<file path="config.mk">
export PLATFORM = sky130hd
export DESIGN_NAME = shift_seq_ctrl
export DESIGN_NICKNAME = d
export VERILOG_FILES = /design/src/rtl/shift_seq_pkg.sv /design/src/rtl/bidir_shift_reg.sv /design/src/rtl/shift_seq_ctrl.sv
export SDC_FILE = /design/constraint.sdc
export NUM_CORES = 1
export LEC_CHECK = 0
export CAP_MARGIN = 40
export CORE_MARGIN = 2
export CORE_UTILIZATION = 35
export CTS_CLUSTER_SIZE = 40
export DETAILED_ROUTE_END_ITERATION = 6
export GPL_ROUTABILITY_DRIVEN = 0
export MAX_ROUTING_LAYER = met4
export PLACE_DENSITY = 0.58
export SLEW_MARGIN = 10
export SYNTH_ARGS = -nofsm -noshare
export SYNTH_HDL_FRONTEND = slang
export SYNTH_SLANG_ARGS = --single-unit
</file>
<file path="constraint.sdc">
create_clock -name clk -period 3.2 [get_ports clk]
set_clock_uncertainty 0.2 [all_clocks]
set_input_delay 0.64 -clock clk [delete_from_list [all_inputs] [get_ports clk]]
set_output_delay 0.64 -clock clk [all_outputs]
set_load 0.03 [all_outputs]
</file>
<file path="src/rtl/shift_seq_pkg.sv">
// Shared types and constants for the shift-register command sequencer.
package shift_seq_pkg;

  localparam int DEF_WIDTH = 4;

  localparam logic [1:0] OP_SHR = 2'd0;
  localparam logic [1:0] OP_SHL = 2'd1;
  localparam logic [1:0] OP_CLR = 2'd2;

  typedef enum logic [1:0] {
    IDLE  = 2'd0,
    SHIFT = 2'd1,
    DONE  = 2'd2
  } state_t;

endpackage

</file>
<file path="src/rtl/bidir_shift_reg.sv">
// Bidirectional shift register datapath with a registered serial-out bit.
module bidir_shift_reg #(
  parameter int WIDTH = 4
) (
  input  logic             clk,
  input  logic             clr_n,
  input  logic             en,
  input  logic             dir,
  input  logic             sin,
  input  logic             clear,
  output logic [WIDTH-1:0] q,
  output logic             sout
);

  // sout is zero on any cycle that did not shift, so it reads 0 when not valid.
  always_ff @(posedge clk or negedge clr_n) begin
    if (!clr_n) begin
      q    <= '0;
      sout <= 1'b0;
    end else if (clear) begin
      q    <= '0;
      sout <= 1'b0;
    end else if (en) begin
      if (dir) begin
        q    <= {q[WIDTH-2:0], sin};
        sout <= q[WIDTH-1];
      end else begin
        q    <= {sin, q[WIDTH-1:1]};
        sout <= q[0];
      end
    end else begin
      sout <= 1'b0;
    end
  end

endmodule

</file>
<file path="src/rtl/shift_seq_ctrl.sv">
// Command sequencer: accepts one shift/clear command and drives the shift register.
module shift_seq_ctrl
  import shift_seq_pkg::*;
#(
  parameter int WIDTH = DEF_WIDTH,
  parameter int CNT_W = $clog2(WIDTH + 1)
) (
  input  logic             clk,
  input  logic             clr_n,
  input  logic             cmd_valid,
  output logic             cmd_ready,
  input  logic [1:0]       cmd_op,
  input  logic [CNT_W-1:0] cmd_len,
  input  logic [WIDTH-1:0] cmd_bits,
  output logic [WIDTH-1:0] q,
  output logic             ser_out,
  output logic             ser_out_valid,
  output logic             busy,
  output logic             done
);

  state_t             state, state_nxt;
  logic [1:0]         op_r;
  logic [CNT_W-1:0]   cnt;
  logic [WIDTH-1:0]   bits_r;
  logic [CNT_W-1:0]   len_sat;
  logic               accept;
  logic               is_shift_op;

  assign cmd_ready   = (state == IDLE);
  assign busy        = (state != IDLE);
  assign done        = (state == DONE);
  assign accept      = cmd_valid && cmd_ready;
  assign is_shift_op = (cmd_op == OP_SHR) || (cmd_op == OP_SHL);

  // Saturating here keeps the down-counter from ever wrapping.
  always_comb begin
    len_sat = cmd_len;
    if (cmd_len > CNT_W'(WIDTH)) len_sat = CNT_W'(WIDTH);
  end

  always_comb begin
    state_nxt = state;
    case (state)
      IDLE:  if (accept) state_nxt = (is_shift_op && len_sat != '0) ? SHIFT : DONE;
      SHIFT: if (cnt == CNT_W'(1)) state_nxt = DONE;
      DONE:  state_nxt = IDLE;
      default: state_nxt = IDLE;
    endcase
  end

  // cnt holds remaining shifts; bits_r is consumed LSB first by shifting it down.
  always_ff @(posedge clk or negedge clr_n) begin
    if (!clr_n) begin
      state         <= IDLE;
      op_r          <= OP_SHR;
      cnt           <= '0;
      bits_r        <= '0;
      ser_out_valid <= 1'b0;
    end else begin
      state         <= state_nxt;
      ser_out_valid <= (state == SHIFT);
      if (accept) begin
        op_r   <= cmd_op;
        cnt    <= len_sat;
        bits_r <= cmd_bits;
      end else if (state == SHIFT) begin
        cnt    <= cnt - CNT_W'(1);
        bits_r <= bits_r >> 1;
      end
    end
  end

  bidir_shift_reg #(.WIDTH(WIDTH)) u_sreg (
    .clk   (clk),
    .clr_n (clr_n),
    .en    (state == SHIFT),
    .dir   (op_r == OP_SHL),
    .sin   (bits_r[0]),
    .clear (accept && cmd_op == OP_CLR),
    .q     (q),
    .sout  (ser_out)
  );

endmodule

</file>
==> run_results.csv, run 1 <==
group,metric,value,unit
power_and_ir_drop,p_leak,0.468,nW
worst_hold_path,hold_class,"reg2reg",
finish,layout-drive-gt1-share,5.83,%
synthesis,synth_cell_type_count,25,
cts,clockBufferDepth,2,
run,max_cap_viol_count,0,
routing,drtPass1Iterations,4,
synthesis,synth-seq-cells,17,
routing,routed_wirelength,1.65,mm
sta,setup_viol,0,
sta,slew_violations,0,
synthesis,yosys.area.top_type,"dfrtp_1",
synthesis,yosys_warnings,0,
placed_design,dp_hpwl,1.21,mm
worst_hold_path,min_from,"op_r[0]",
routing,vias,661,
setup_path,required,2360,ps
sta,slew_headroom,50.2,%
setup_path,reg2reg_slack,1540,ps
routing,via_per_inst,5.05,
sta,worst_slew_pin_slew,745,ps
finish,nets,118,
synthesis,synth_area,841,um^2
global_route,grt_pass1_vias,619,
global_route,grt_max_degree,18,
setup_path,critPathKind,"reg2out",
routing,route.antenna.remaining_nets,0,
global_route,grt_pass1_wl,2.73,mm
setup_path,start_kind,"flop",
floorplan,rows,17,
sta,max_freq,368,MHz
sta,fin_tns_setup,0,ps
floorplan,start_util,37.6,%
synthesis,syn_nets,96,
global_route,antenna_found_initial,0,
setup_path,endpoint_kind,"output pin",
sta,post-route-min-period,2720,ps
global_route,grtUsageTotal,14.1,%
routing,post-route-drc-count,0,
cts,ctsHoldBuffers,0,
cts,cts.repair.resized,0,
floorplan,dieArea,2810,um^2
floorplan,fp.dieW,53.0,um
setup_path,r2r_start,"state[0]",
placed_design,port_buffers,20,
sta,fin_crit_sh,85.0,%
sta,fin_hold_ws,289,ps
sta,grt_setup_unrepaired,"no",
setup_path,crit_start,"state[1]",
cts,clock_latency,290,ps
finish,mostFrequentLayoutCell,"clkdlybuf4s50_1",
cts,cts.htree.levels,1,
setup_path,critPathArrivalTime,1880,ps
finish,antennaDiodeCount,0,
worst_hold_path,worstHoldPathCells,1,
synthesis,yosysTopAreaCellShare,50.6,%
setup_path,crit_fanout,15,
cts,clock-sinks,17,
outcome,status,"complete, no violations",
cts,root_buffer,"clkbuf_4",
finish,area_growth_syn_to_layout,29.5,%
global_route,grt.overflow.total,0,
floorplan,fp.coreArea,2230,um^2
synthesis,syn-instance-count,82,
cts,cts_setup_buffers,0,
setup_path,rr_worst_depth,3,
sta,hold_viol_final,0,
synthesis,syn_avg_cell_area,10.3,um^2
setup_path,r2r_end,"op_r[0]",
routing,drt-initial-drc-count,14,
cts,tritoncts,"done",
finish,final_cell_mix,"clkdlybuf4s50_1, dfrtp_1, inv_1, nor2_1, nand2_1",
floorplan,ioPinCount,21,
routing,wire_per_inst,12.6,um
worst_hold_path,min_to,"op_r[0]",
floorplan,die_h,53.0,um
power_and_ir_drop,power_density,988,nW/um^2
synthesis,synth.area.top_cells,"dfrtp_1, mux2i_1, o21ai_1",
power_and_ir_drop,ir_drop,0.541,mV
cts,cts_buffers,3,
cts,path_clk_slew,100,ps
synthesis,seq_area_frac_synth,50.6,%
how the worst max path moves through the flow:
stage	end	slack (ps)
floorplan	cmd_ready	1150
global placement	cmd_ready	830
detailed placement	cmd_ready	810
CTS	cmd_ready	470
global route	cmd_ready	410
finish	cmd_ready	480
worst max-delay path: stages (launching register included):
cell and delay [ps]:
dfrtp_1 560, or2_1 310, inv_1 60, clkdlybuf4s50_1 660
power breakdown:
group	internal, W	total (W)	switching, W
clock	0.0000464	0.000115	0.0000685
sequential	0.000316	0.000411	0.0000950
combinational	0.000248	0.000550	0.000301
total	0.000611	0.00108	0.000465
registers in the layout (all words and copies together), names as in the netlist:
register	flops
bits_r	4
cnt	3
op_r	2
ser_out_valid	1
state	2
u_sreg.q	4
u_sreg.sout	1
through the flow:
step / util (%) / std cells / setup WS [ps] / cell area (um^2) / total power [W]
after floorplan: - / 82 / 1150 / 841 / 0.000785
after global placement: 47.5 / 127 / 831 / 1060 / 0.000966
after detailed placement: 47.5 / 127 / 806 / 1060 / 0.000971
after CTS: 48.7 / 131 / 473 / 1090 / 0.00109
after global routing: 48.7 / 131 / 414 / 1090 / 0.00117
final: 48.7 / 131 / 481 / 1090 / 0.00108
cell type report:
class | instances | area (um^2)
multi-input cells | 54 | 370
clock inverters | 1 | 5.00
flip-flops and latches | 17 | 425
well taps | 28 | 35.0
inverters | 8 | 30.0
fillers | 222 | 1140
clock buffers | 3 | 22.5
repair buffers | 20 | 200
metal layers:
layer	wire (um)	track usage, %	up-vias
li1	-	-	332
met1	796	17.7	304
met2	737	21.5	23
met3	102	2.82	2
met4	17	7.69	0
met5	0	-	-
kinds of logic (layout without fill, tap and decap cells):
logic type                 after synthesis  count (layout)  synth area share, %
muxes                                    8               8                 9.82
adders and majority gates                2               2                 2.98
and+or+nand+nor                         23              23                 14.0
DFF                                     17              17                 50.6
buffers and inverters                   11              32                 5.36
AOI/OAI and AO/OA                       21              21                 17.3
synthesized netlist by cell type, drive strengths merged:
| library cell | n |
|---|---|
| mux2i | 6 |
| buf | 1 |
| o21ai | 6 |
| o21bai | 1 |
| inv | 8 |
| mux2 | 2 |
| a32oi | 3 |
| a22oi | 3 |
| a211oi | 4 |
| nor3 | 1 |
| or2 | 1 |
| o32ai | 1 |
| clkbuf | 2 |
| nor2b | 3 |
| nand2 | 7 |
| nand2b | 2 |
| and2b | 1 |
| ha | 2 |
| nor2 | 7 |
| nor4b | 1 |
| o22ai | 1 |
| a21oi | 1 |
| a22o | 1 |
| dfrtp | 17 |
No activity file was read; power rests on OpenSTA's default activity.
==> inputs of run 2 (changes only) <==
--- a/config.mk
+++ b/config.mk
@@ -12,7 +12,7 @@
 export DETAILED_ROUTE_END_ITERATION = 6
 export GPL_ROUTABILITY_DRIVEN = 0
 export MAX_ROUTING_LAYER = met4
-export PLACE_DENSITY = 0.58
+export PLACE_DENSITY = 0.6
 export SLEW_MARGIN = 10
 export SYNTH_ARGS = -nofsm -noshare
 export SYNTH_HDL_FRONTEND = slang
==> constraint.sdc (replaced) <==
create_clock -name clk -period 2.31 [get_ports clk]
set_clock_uncertainty 0.2 [all_clocks]
set_input_delay 0.462 -clock clk [delete_from_list [all_inputs] [get_ports clk]]
set_output_delay 0.462 -clock clk [all_outputs]
set_load 0.03 [all_outputs]
==> run 2 against run 1 <==
Against the previous run:
- sequential cell count stayed put
- final cell count grew 2.3%
- combinational power is 48% higher
- first-iteration DRC count decreased by 57%
- via count up 4.8%
- highest routed layer unchanged
- power increased by 40%
==> run_results.csv, run 2 (synthesized netlist as in run 1, its figures left out) <==
group,metric,value,unit
outcome,status,"complete, no violations",
cts,clockBufferDepth,2,
routing,drtPass1Iterations,4,
global_route,grt_pass1_wl,3.00,mm
sta,grt_setup_unrepaired,"no",
power_and_ir_drop,ir_drop,0.588,mV
placed_design,dp_hpwl,1.28,mm
finish,reg_top3,"bits_r (4), u_sreg.q (4), cnt (3)",
floorplan,fp.dieW,53.0,um
power_and_ir_drop,clkPwrFrac,10.7,%
setup_path,required,1650,ps
finish,fin_area,1110,um^2
finish,layout-drive-gt1-share,7.55,%
floorplan,rows,17,
routing,routed_wirelength,1.70,mm
routing,via_per_inst,5.17,
routing,wire_per_inst,12.7,um
placed_design,place_inst,130,
sta,setup_viol,0,
routing,vias,693,
setup_path,reg2reg_slack,660,ps
finish,nets,121,
setup_path,crit_fanout,7,
cts,cts_setup_buffers,0,
sta,post-route-min-period,2120,ps
cts,clock-sinks,17,
power_and_ir_drop,p_leak,0.508,nW
cts,root_buffer,"clkbuf_4",
finish,final_cell_mix,"dfrtp_1, clkdlybuf4s50_1, inv_1, nor2_1, nand2_1",
run,max_cap_viol_count,0,
power_and_ir_drop,seq_power_share,35.4,%
worst_hold_path,hold_class,"in2async",
global_route,grt_pass1_vias,680,
setup_path,crit_buf_inv,2,
sta,max_freq,472,MHz
sta,worst_slew_pin_slew,591,ps
cts,cts_buffers,3,
cts,clock_latency,290,ps
placed_design,placed_cell_area,1080,um^2
finish,fin_cells,134,
setup_path,start_kind,"flop",
power_and_ir_drop,p_sw_share,43.2,%
global_route,antenna_found_initial,0,
sta,slew_headroom,60.5,%
power_and_ir_drop,p_switching,0.000653,W
finish,area_growth_syn_to_layout,32.4,%
floorplan,start_util,37.6,%
routing,route.antenna.remaining_nets,0,
sta,fin_tns_setup,0,ps
setup_path,crit_family,"flip-flops",
power_and_ir_drop,combinationalPowerShare,53.9,%
setup_path,worst_path_max_delay_cell,"dfrtp_1",
power_and_ir_drop,power,0.00151,W
global_route,grt_max_degree,18,
setup_path,critPathKind,"reg2out",
global_route,grt.overflow.total,0,
setup_path,critical_path.cell_chain,"or2_1 -> inv_1 -> dlygate4sd2_1",
power_and_ir_drop,intPower,0.000859,W
floorplan,fp.coreArea,2230,um^2
floorplan,die_h,53.0,um
cts,ctsHoldBuffers,0,
floorplan,ioPinCount,21,
floorplan,dieArea,2810,um^2
finish,fill_cells,206,
finish,antennaDiodeCount,0,
sta,hold_viol_final,0,
routing,drt-initial-drc-count,6,
sta,slew_violations,0,
setup_path,critPathMaxStageDelay,460,ps
power_and_ir_drop,power_density,1360,nW/um^2
placed_design,port_buffers,20,
sta,fin_crit_sh,91.7,%
cts,path_clk_slew,100,ps
setup_path,endpoint_kind,"output pin",
setup_path,critPathArrivalTime,1460,ps
routing,post-route-drc-count,0,
cts,cts.htree.levels,1,
cts,tritoncts,"done",
global_route,grtUsageTotal,15.6,%
==> run 2: cell types whose count changed in the layout (fill, tap and decap cells not counted) <==
cell             delta
buf_4               +3
clkbuf_1            +1
clkdlybuf4s50_1     -3
clkinv_2            -1
dlygate4sd2_1       +1
dlymetal6s2s_1      +2
==> run 2: worst paths after layout <==
kind	depth (start not counted)	start	end
min in group clk	2	cnt[1]	cnt[1]
hold / removal	2	clr_n	op_r[1]
hold reg to reg	2	cnt[1]	cnt[1]
max in group asynchronous	2	clr_n	bits_r[3]
setup / recovery	3	state[1]	cmd_ready
setup reg to reg	4	state[0]	op_r[0]
==> run 2: area by class of cell <==
type                            instances  area (um^2)  share of cell area, %
Clock buffer                            4         26.3                   2.36
Inverter                                8         30.0                   2.70
Multi-Input combinational cell         54          370                   33.3
Sequential cell                        17          425                   38.2
Tap cell                               28         35.0                   3.15
Timing Repair Buffer                   23          226                   20.3
==> run 2: what timing repair did <==
action	4_1_cts	5_1_grt
endpoints found under the setup margin	1	2
gates resized for setup	1	2
endpoints found under the hold margin	0	0
==> run 2: power groups by stage <==
stage	Clock, W	Sequential [W]	Combinational (W)
3_3_place_gp	0	0.000538	0.000823
2_1_floorplan	0	0.000627	0.000461
5_1_grt	0.000192	0.000562	0.000890
6_report	0.000162	0.000536	0.000814
4_1_cts	0.000171	0.000537	0.000827
3_5_place_dp	0	0.000543	0.000833
==> run 2: layer usage <==
metal  vias to the layer above  global-route usage (%)  part of all wire, %
li1                        340                       -                    -
met1                       326                    18.0                   47
met2                        25                    25.0                   46
met3                         2                    5.37                  6.1
met4                         0                    5.98                 0.65
met5                         -                       -                    0
==> run 2: worst register-to-register path: cells and delay by family, from the launching register on <==
kind / cells / cell delay [ps]
AND/OR/NAND/NOR: 2 / 400
flip-flops: 1 / 410
multiplexers: 1 / 350
buffers and inverters: 1 / 180
==> run 2: through the flow <==
stage / hold slack, ps / setup WS (ps) / util (%)
3_3_place_gp: 264 / 259 / 48.5
6_report: 284 / 193 / 49.9
4_1_cts: 280 / 14.4 / 49.6
5_1_grt: 282 / 112 / 49.9
2_1_floorplan: -33.6 / 433 / -
3_5_place_dp: 276 / 230 / 48.5
==> inputs of run 3 (changes only) <==
--- a/config.mk
+++ b/config.mk
@@ -8,7 +8,7 @@
 export CAP_MARGIN = 40
 export CORE_MARGIN = 2
 export CORE_UTILIZATION = 35
-export CTS_CLUSTER_SIZE = 40
+export CTS_CLUSTER_SIZE = 20
 export DETAILED_ROUTE_END_ITERATION = 6
 export GPL_ROUTABILITY_DRIVEN = 0
 export MAX_ROUTING_LAYER = met4
==> results of run 3 <==
Final layout, timing and power as in run 2 (identical DEF).
